**src/rtl/mult_div_unit.sv**
```systemverilog
// Sequential signed multiply/divide unit: radix-2 Booth multiply, restoring divide on magnitudes.
// Optional divide-by-zero exception path enabled by defining MULTDIV_DIV0_EXC_EN.
module mult_div_unit #(
    parameter int WIDTH = 32
) (
    input  logic             clk,
    input  logic             reset,
    input  logic             multControl,
    input  logic             divControl,
    input  logic [WIDTH-1:0] srcA,
    input  logic [WIDTH-1:0] srcB,
    output logic [WIDTH-1:0] hi,
    output logic [WIDTH-1:0] lo,
    output logic             busy,
    output logic             done,
    output logic             div0
);

    typedef enum logic [2:0] {IDLE, MULT, DIV, FIX, DONE} state_t;

    state_t                  state;
    logic [5:0]              cnt;
    logic                    last_iter;

    logic signed [WIDTH-1:0] mcand;
    logic signed [WIDTH:0]   acc, acc_sum, acc_n, mext;
    logic [WIDTH-1:0]        mq, mq_n;
    logic                    qm1;

    logic [WIDTH-1:0]        rem, quot, dvs, rem_n, quot_n;
    logic [WIDTH:0]          rem_sh;
    logic                    trial_neg;
    logic                    sign_a, sign_b;

`ifdef MULTDIV_DIV0_EXC_EN
    logic                    div0_r;
    assign div0 = div0_r;
`else
    assign div0 = 1'b0;
`endif

    function automatic logic [WIDTH-1:0] magnitude(input logic signed [WIDTH-1:0] v);
        return v[WIDTH-1] ? WIDTH'(-v) : WIDTH'(v);
    endfunction

    function automatic logic [WIDTH-1:0] negate_if(input logic cond, input logic [WIDTH-1:0] v);
        return cond ? WIDTH'(-v) : v;
    endfunction

    // Accumulator carries one guard bit so subtracting the most negative multiplicand cannot overflow.
    assign mext      = {mcand[WIDTH-1], mcand};
    assign last_iter = (cnt == 6'(WIDTH - 1));

    always_comb begin
        acc_sum = acc;
        case ({mq[0], qm1})
            2'b01:   acc_sum = acc + mext;
            2'b10:   acc_sum = acc - mext;
            default: acc_sum = acc;
        endcase
        acc_n = {acc_sum[WIDTH], acc_sum[WIDTH:1]};
        mq_n  = {acc_sum[0], mq[WIDTH-1:1]};

        // A zero divisor never yields a negative trial, so the quotient fills with ones.
        rem_sh    = {rem, quot[WIDTH-1]};
        trial_neg = (rem_sh < {1'b0, dvs});
        rem_n     = trial_neg ? rem_sh[WIDTH-1:0] : rem_sh[WIDTH-1:0] - dvs;
        quot_n    = {quot[WIDTH-2:0], ~trial_neg};
    end

    always_ff @(posedge clk) begin
        if (reset) begin
            state  <= IDLE;
            cnt    <= '0;
            hi     <= '0;
            lo     <= '0;
            busy   <= 1'b0;
            done   <= 1'b0;
            mcand  <= '0;
            acc    <= '0;
            mq     <= '0;
            qm1    <= 1'b0;
            rem    <= '0;
            quot   <= '0;
            dvs    <= '0;
            sign_a <= 1'b0;
            sign_b <= 1'b0;
`ifdef MULTDIV_DIV0_EXC_EN
            div0_r <= 1'b0;
`endif
        end else begin
            done <= 1'b0;
`ifdef MULTDIV_DIV0_EXC_EN
            div0_r <= 1'b0;
`endif
            case (state)
                IDLE: begin
                    if (multControl) begin
                        state <= MULT;
                        busy  <= 1'b1;
                        cnt   <= '0;
                        mcand <= srcA;
                        acc   <= '0;
                        mq    <= srcB;
                        qm1   <= 1'b0;
                    end else if (divControl) begin
`ifdef MULTDIV_DIV0_EXC_EN
                        if (srcB == '0) begin
                            done   <= 1'b1;
                            div0_r <= 1'b1;
                        end else
`endif
                        begin
                            state  <= DIV;
                            busy   <= 1'b1;
                            cnt    <= '0;
                            rem    <= '0;
                            quot   <= magnitude(srcA);
                            dvs    <= magnitude(srcB);
                            sign_a <= srcA[WIDTH-1];
                            sign_b <= srcB[WIDTH-1];
                        end
                    end
                end
                MULT: begin
                    acc <= acc_n;
                    mq  <= mq_n;
                    qm1 <= mq[0];
                    cnt <= cnt + 6'd1;
                    if (last_iter) begin
                        hi    <= acc_n[WIDTH-1:0];
                        lo    <= mq_n;
                        state <= DONE;
                    end
                end
                DIV: begin
                    rem  <= rem_n;
                    quot <= quot_n;
                    cnt  <= cnt + 6'd1;
                    if (last_iter) state <= FIX;
                end
                FIX: begin
                    lo    <= negate_if(sign_a ^ sign_b, quot);
                    hi    <= negate_if(sign_a, rem);
                    state <= DONE;
                end
                DONE: begin
                    done  <= 1'b1;
                    busy  <= 1'b0;
                    state <= IDLE;
                end
                default: state <= IDLE;
            endcase
        end
    end

endmodule
```
**config.mk**
```make
export PLATFORM = sky130hd
export DESIGN_NAME = mult_div_unit
export DESIGN_NICKNAME = d
export VERILOG_FILES = /design/src/rtl/mult_div_unit.sv
export SDC_FILE = /design/constraint.sdc
export NUM_CORES = 1
export LEC_CHECK = 0
export ABC_AREA = 1
export CAP_MARGIN = 20
export CORE_MARGIN = 3
export CORE_UTILIZATION = 40
export CTS_CLUSTER_DIAMETER = 150
export CTS_CLUSTER_SIZE = 30
export DETAILED_ROUTE_END_ITERATION = 8
export SLEW_MARGIN = 10
export SYNTH_ARGS = -nofsm -noshare
export SYNTH_HDL_FRONTEND = slang
export SYNTH_SLANG_ARGS = --single-unit
```
**constraint.sdc**
```tcl
create_clock -name clk -period 3.75 [get_ports clk]
set_input_delay 0.9375 -clock clk [delete_from_list [all_inputs] [get_ports clk]]
set_output_delay 0.9375 -clock clk [all_outputs]
set_load 0.02 [all_outputs]
```
Word-level counts from Yosys, hierarchy flattened
Index checks and enable logic that the tools add are counted.

Flip-flop bits (word level): 271. Input port bits: 68. Output and inout port bits: 67. Word-level logic and storage cells: 89.

Add/subtract/negate cells: 8. Magnitude comparators: 1. Eq/ne operators: 13. Mux-type cells: 34. Bitwise gates (word level): 3. Reductions and logical operators: 15.

Operators by type and width (count): 32-bit 2-to-1 mux (12); 32-bit case mux with 2 select lines (5); 33-bit case mux with 2 select lines (2); 32-bit negator (4); 33-bit by 32-bit adder with 33-bit output (1); 33-bit by 32-bit less-than comparator with 1-bit output (1); 33-bit 2-to-1 mux (1); 33-bit by 32-bit subtractor with 33-bit output (1); 32-bit subtractor (1); 3-bit 2-to-1 mux (4); 6-bit 2-to-1 mux (2); 3-bit case mux with 4 select lines (1); 6-bit case mux with 2 select lines (1); 2-bit != test, second input constant (5); 2-bit AND reduction (5); 2-bit nonzero test (5); 3-bit AND reduction (3); 6-bit by 1-bit adder with 6-bit output, second input constant (1); 3-bit by 2-bit == test with 1-bit output, second input constant (2); 6-bit by 5-bit == test with 1-bit output, second input constant (1); 1-bit 2-to-1 mux (4); 1-bit case mux with 2 select lines (2); 3-bit by 1-bit == test with 1-bit output, second input constant (1); 3-bit == test, second input constant (1); other kinds (7) (8).

Logic depth before layout (Yosys ltp)
Depth in word-level cells: 5. Depth in mapped cells: 26. Depth with buffers taken out: 26.

Worst setup path before layout
No wires, ideal clock.

Path kind: reg-to-reg. From: register mq[0]. To: register acc[15]. Library setup time: 70 ps. Arrival: 2796 ps. Data required time: 3680 ps. Slack: 884 ps. Cell stages (with the launch flop): 20. Path buffers: 2. Clock period less this slack: 2866 ps. Cells stage by stage: dfxtp_1 ha_1 clkbuf_1 clkinv_1 clkbuf_1 nand2_1 xor2_1 inv_1 ha_1 nand2_1 nand2_1 a21oi_1 nand2_1 nand2_1 nand2_1 xnor2_1 nand2_1 o21ai_0 or2_1 a21oi_1.

Longest elaborated chain between the ends: 3. Elaborated cells on any way between the ends: 4. Classes of those cells: eq/ne: 2; mux: 2.

Ends and longest elaborated chain: start, declared (RTL line 27) `logic [WIDTH-1:0] mq, mq_n;`; start signal, assigned (RTL line 104) `mq <= srcB;`; start signal, assigned (RTL line 127) `mq <= mq_n;`; 2-bit == test or 2-bit by 1-bit == test with 1-bit output (tied branches) (RTL line 56) `case ({mq[0], qm1})`; 33-bit case mux with 2 select lines (*) (RTL line 56); 33-bit case mux with 2 select lines (*) (RTL line 96) `case (state)`; end signal, assigned (RTL line 126) `acc <= acc_n;`; end, declared (RTL line 26) `logic signed [WIDTH:0] acc, acc_sum, acc_n, mext;`.

Every way passes the cells marked *; elsewhere a longest branch is shown, timed or not. A chain may end at the register's enable or synchronous reset.

Worst setup path after layout
From: register mcand[0]. To: register hi[22].

Longest elaborated chain between the ends: 4. Elaborated cells on any way between the ends: 5. Classes of those cells: add/sub: 2; mux: 3.

Ends and longest elaborated chain: start, declared (RTL line 25) `logic signed [WIDTH-1:0] mcand;`; start signal, assigned (RTL line 102) `mcand <= srcA;`; 33-bit by 32-bit subtractor with 33-bit output or 33-bit by 32-bit adder with 33-bit output (tied branches) (RTL line 58, 57); 33-bit case mux with 2 select lines (*) (RTL line 56); 32-bit 2-to-1 mux (*) (RTL line 130) `if (last_iter) begin`; 32-bit case mux with 2 select lines (*) (RTL line 96); end signal, assigned (RTL line 131) `hi <= acc_n[WIDTH-1:0];`; end signal, assigned (RTL line 144) `hi <= negate_if(sign_a, rem);`; end, declared (RTL line 12) `output logic [WIDTH-1:0] hi,`.

Every way passes the cells marked *; elsewhere a longest branch is shown, timed or not. The select of a mux whose other input is x is not followed.

==> results.json <==
{
  "p_leak_nw": 10.2,
  "clkPwrFrac_pct": 16.5,
  "start_util_pct": 40.7,
  "drt-total-wl_microns": 72600,
  "startpoint_type": "flip-flop",
  "vias": 21600,
  "portBuffers": 133,
  "finalNonFillerCells": 4001,
  "crit_required_ps": 4130,
  "wl_per_cell_microns": 18.1,
  "async_flop_share_pct": 0,
  "nNetsFinal": 3475,
  "cts_tree": "done",
  "arrival_ps": 3790,
  "hold_viol_final": 0,
  "cts_buffer_depth": 3,
  "seqPwrFrac_pct": 33.1,
  "root_buffer": "clkbuf_16",
  "fin_crit_ps": 3410,
  "status": "finished, final reports clean",
  "cts-hold-fix-buffers": 0,
  "core_sq_um": 49200,
  "cp_cell_sequence": "inv_1 > ha_1 > nand2_1 > nor2_4 > nand2_1 > nor2_1 > nand3_1 > nor2_1 > nor2_1 > xor2_1 > ha_1 > nand2_1 > nor2_1 > inv_1 > nor3_1 > nand3_1 > nand3_1 > nand2_1 > nand3_1 > nand3_1 > nand2_1 > a21oi_1",
  "synth_ff_type": "dfxtp_1",
  "crit_fanout": 5,
  "syn_inst": 3296,
  "clock_latency_ps": 530,
  "critPathMaxStageDelay_ps": 370,
  "pin_count": 135,
  "dieArea_sq_um": 52800,
  "maxCapViolations": 0,
  "rows": 81,
  "final.fill_count": 5268,
  "drc": 0,
  "via_per_inst": 5.40,
  "grt_pass1_wl_microns": 112000,
  "p_sw_share_pct": 47.1,
  "synth_top_area_share_pct": 27.0,
  "syn_area_sq_um": 20000,
  "p_per_area_nw_per_um2": 464,
  "grt_usage_pct": 26.4,
  "syn_nets": 3437,
  "synth_edf_count": 0,
  "dr.pass1.iters": 6,
  "synth_seq_cells": 270,
  "grt_pass1_vias": 20000,
  "intPower_mw": 5.48,
  "ir_drop_mv": 0.398,
  "cts_buffers": 13,
  "pwr-share-comb_pct": 50.4,
  "critPathKind": "flip-flop to flip-flop",
  "synth.avg_cell_area_sq_um": 6.07,
  "yosys.cell_count.top_type": "nand2_1",
  "post_cts_buffers": 0,
  "yosysWarningCount": 0,
  "synth_top_cell_by_area": "dfxtp_1",
  "fin_skew_ps": 36.7,
  "finalPower_mw": 10.4,
  "synth.distinct_cells": 54,
  "clock_tree.htree_level_count": 1,
  "fin_util_pct": 45.4,
  "grt_max_degree": 118,
  "worstMarginPinSlew_ps": 853,
  "antenna-diode-count": 0,
  "relSlewSlack_pct": 43.1,
  "path_clk_slew_ps": 120,
  "max_freq_mhz": 294,
  "hold_class": "flip-flop to flip-flop",
  "crit_path_top_delay_cell": "ha_1",
  "hpwl_microns": 57300,
  "maxSlewViolCount": 0,
  "syn2layout_area_growth_pct": 11.4,
  "setup_viol": 0,
  "fin_crit_sh_pct": 90.8,
  "antenna_found_initial": 0,
  "synthTopCellsByArea": "dfxtp_1 27%, nand2_1 17%, a21oi_1 7.9%, inv_1 7.7%, nand3_1 6.3%",
  "crit_path_end_kind": "flip-flop",
  "antenna_left": 0,
  "ys_top_cells_by_count": "897 x nand2_1, 409 x inv_1, 315 x a21oi_1",
  "place_congestion": 0.965,
  "drt_iter0_markers": 1897,
  "dieHeight_microns": 230,
  "die_w_microns": 230,
  "post-place-cells": 3983,
  "p_sw_mw": 4.88,
  "drive_gt1_share_pct": 4.47,
  "cts_sinks": 270,
  "ys_seq_area_share_pct": 27.0,
  "overflow": 0
}
==> layout make-up <==
| cell class | count | area (sq um) | area share, % |
|---|---|---|---|
| Timing Repair Buffer | 166 | 1590 | 7.14 |
| Clock inverter | 5 | 46.3 | 0.208 |
| Multi-Input combinational cell | 2460 | 12500 | 56.1 |
| Tap cell | 664 | 831 | 3.72 |
| Clock buffer | 13 | 325 | 1.46 |
| Inverter | 423 | 1590 | 7.12 |
| Sequential cell | 270 | 5410 | 24.2 |
==> logic make-up after synthesis <==
group / after synthesis / synth area share, %
adder cells (fa/ha/maj): 73 / 4.64
buffers and inverters: 566 / 11.0
XOR/XNOR: 104 / 4.55
other: 1 / 0.0187
AO/OA/AOI/OAI: 670 / 18.4
flip-flops: 270 / 27.0
AND/OR/NAND/NOR: 1610 / 34.3
multiplexers: 2 / 0.100
==> flip-flops by register name, indices dropped and copies added, names as in the netlist, 3 cells and up <==
register,cells
acc,32
cnt,6
dvs,32
hi,32
lo,32
mcand,32
mq,32
quot,32
rem,32
state,3
==> power by group through the flow <==
stage | Clock, mW | Sequential [mW] | Combinational [mW]
after global routing | 1.84 | 3.46 | 5.87
after CTS | 1.77 | 3.42 | 5.15
after detailed placement | 0 | 3.49 | 5.12
after floorplan | 0 | 3.38 | 3.75
final | 1.71 | 3.43 | 5.22
after global placement | 0 | 3.48 | 5.09
==> cell usage in the layout, fill, tap and decap left out, types with 9 or more instances in the layout <==
| cell | count |
|---|---|
| a21oi_1 | 313 |
| a22oi_1 | 21 |
| a31oi_1 | 53 |
| buf_4 | 32 |
| clkbuf_16 | 13 |
| clkdlybuf4s50_1 | 132 |
| dfxtp_1 | 270 |
| ha_1 | 66 |
| inv_1 | 407 |
| inv_2 | 12 |
| nand2_1 | 895 |
| nand2_2 | 9 |
| nand3_1 | 250 |
| nand3_2 | 9 |
| nand3b_1 | 11 |
| nand4_1 | 56 |
| nor2_1 | 276 |
| nor2_2 | 14 |
| nor2_4 | 10 |
| nor3_1 | 35 |
| nor4_1 | 11 |
| o211ai_1 | 18 |
| o21ai_0 | 192 |
| o21ai_1 | 23 |
| o221ai_1 | 13 |
| or2_2 | 15 |
| xnor2_1 | 25 |
| xor2_1 | 79 |
==> metrics by stage <==
stage                     setup TNS (ps)  setup WS (ps)  instance area, sq um  hold WS, ps
after detailed placement               0            189                 21900          458
after global routing               -32.2          -19.0                 22300          494
after CTS                              0            148                 22200          478
final                                  0            345                 22300          476
after global placement                 0            212                 21900          452
after floorplan                        0            884                 20000          439
==> routing by layer <==
layer / vias to the layer above / track usage [%] / part of all wire (%)
met2: 601 / 43.3 / 45
li1: 10800 / - / -
met5: - / 0 / 0
met3: 86 / 3.13 / 5.3
met4: 0 / 6.22 / 2.5
met1: 10100 / 37.2 / 47
==> what timing repair did <==
action | 4_1_cts | 5_1_grt
endpoints found under the hold margin | 0 | 0
setup endpoints to repair | 0 | 34
gates resized for setup | 0 | 22
==> final timing paths <==
path / start / end / slack [ps] / cells after the start
setup / recovery: mcand[0]$_SDFFE_PP0P_ / hi[22]$_SDFFE_PP0P_ / 340 / 22
hold / removal: lo[10]$_SDFFE_PP0P_ / lo[10]$_SDFFE_PP0P_ / 480 / 2
setup reg to reg: mcand[0]$_SDFFE_PP0P_ / hi[22]$_SDFFE_PP0P_ / 340 / 22
hold reg to reg: lo[10]$_SDFFE_PP0P_ / lo[10]$_SDFFE_PP0P_ / 480 / 2
==> critical path, delay by kind of cell (launching register included) <==
kind	cells	cell delay, ps
buf+inv	2	180
simple gates	16	2000
xor+xnor	1	150
flops	1	350
fa+ha+maj	2	540
compound gates	1	60
Power figures use the tool's default switching activity.
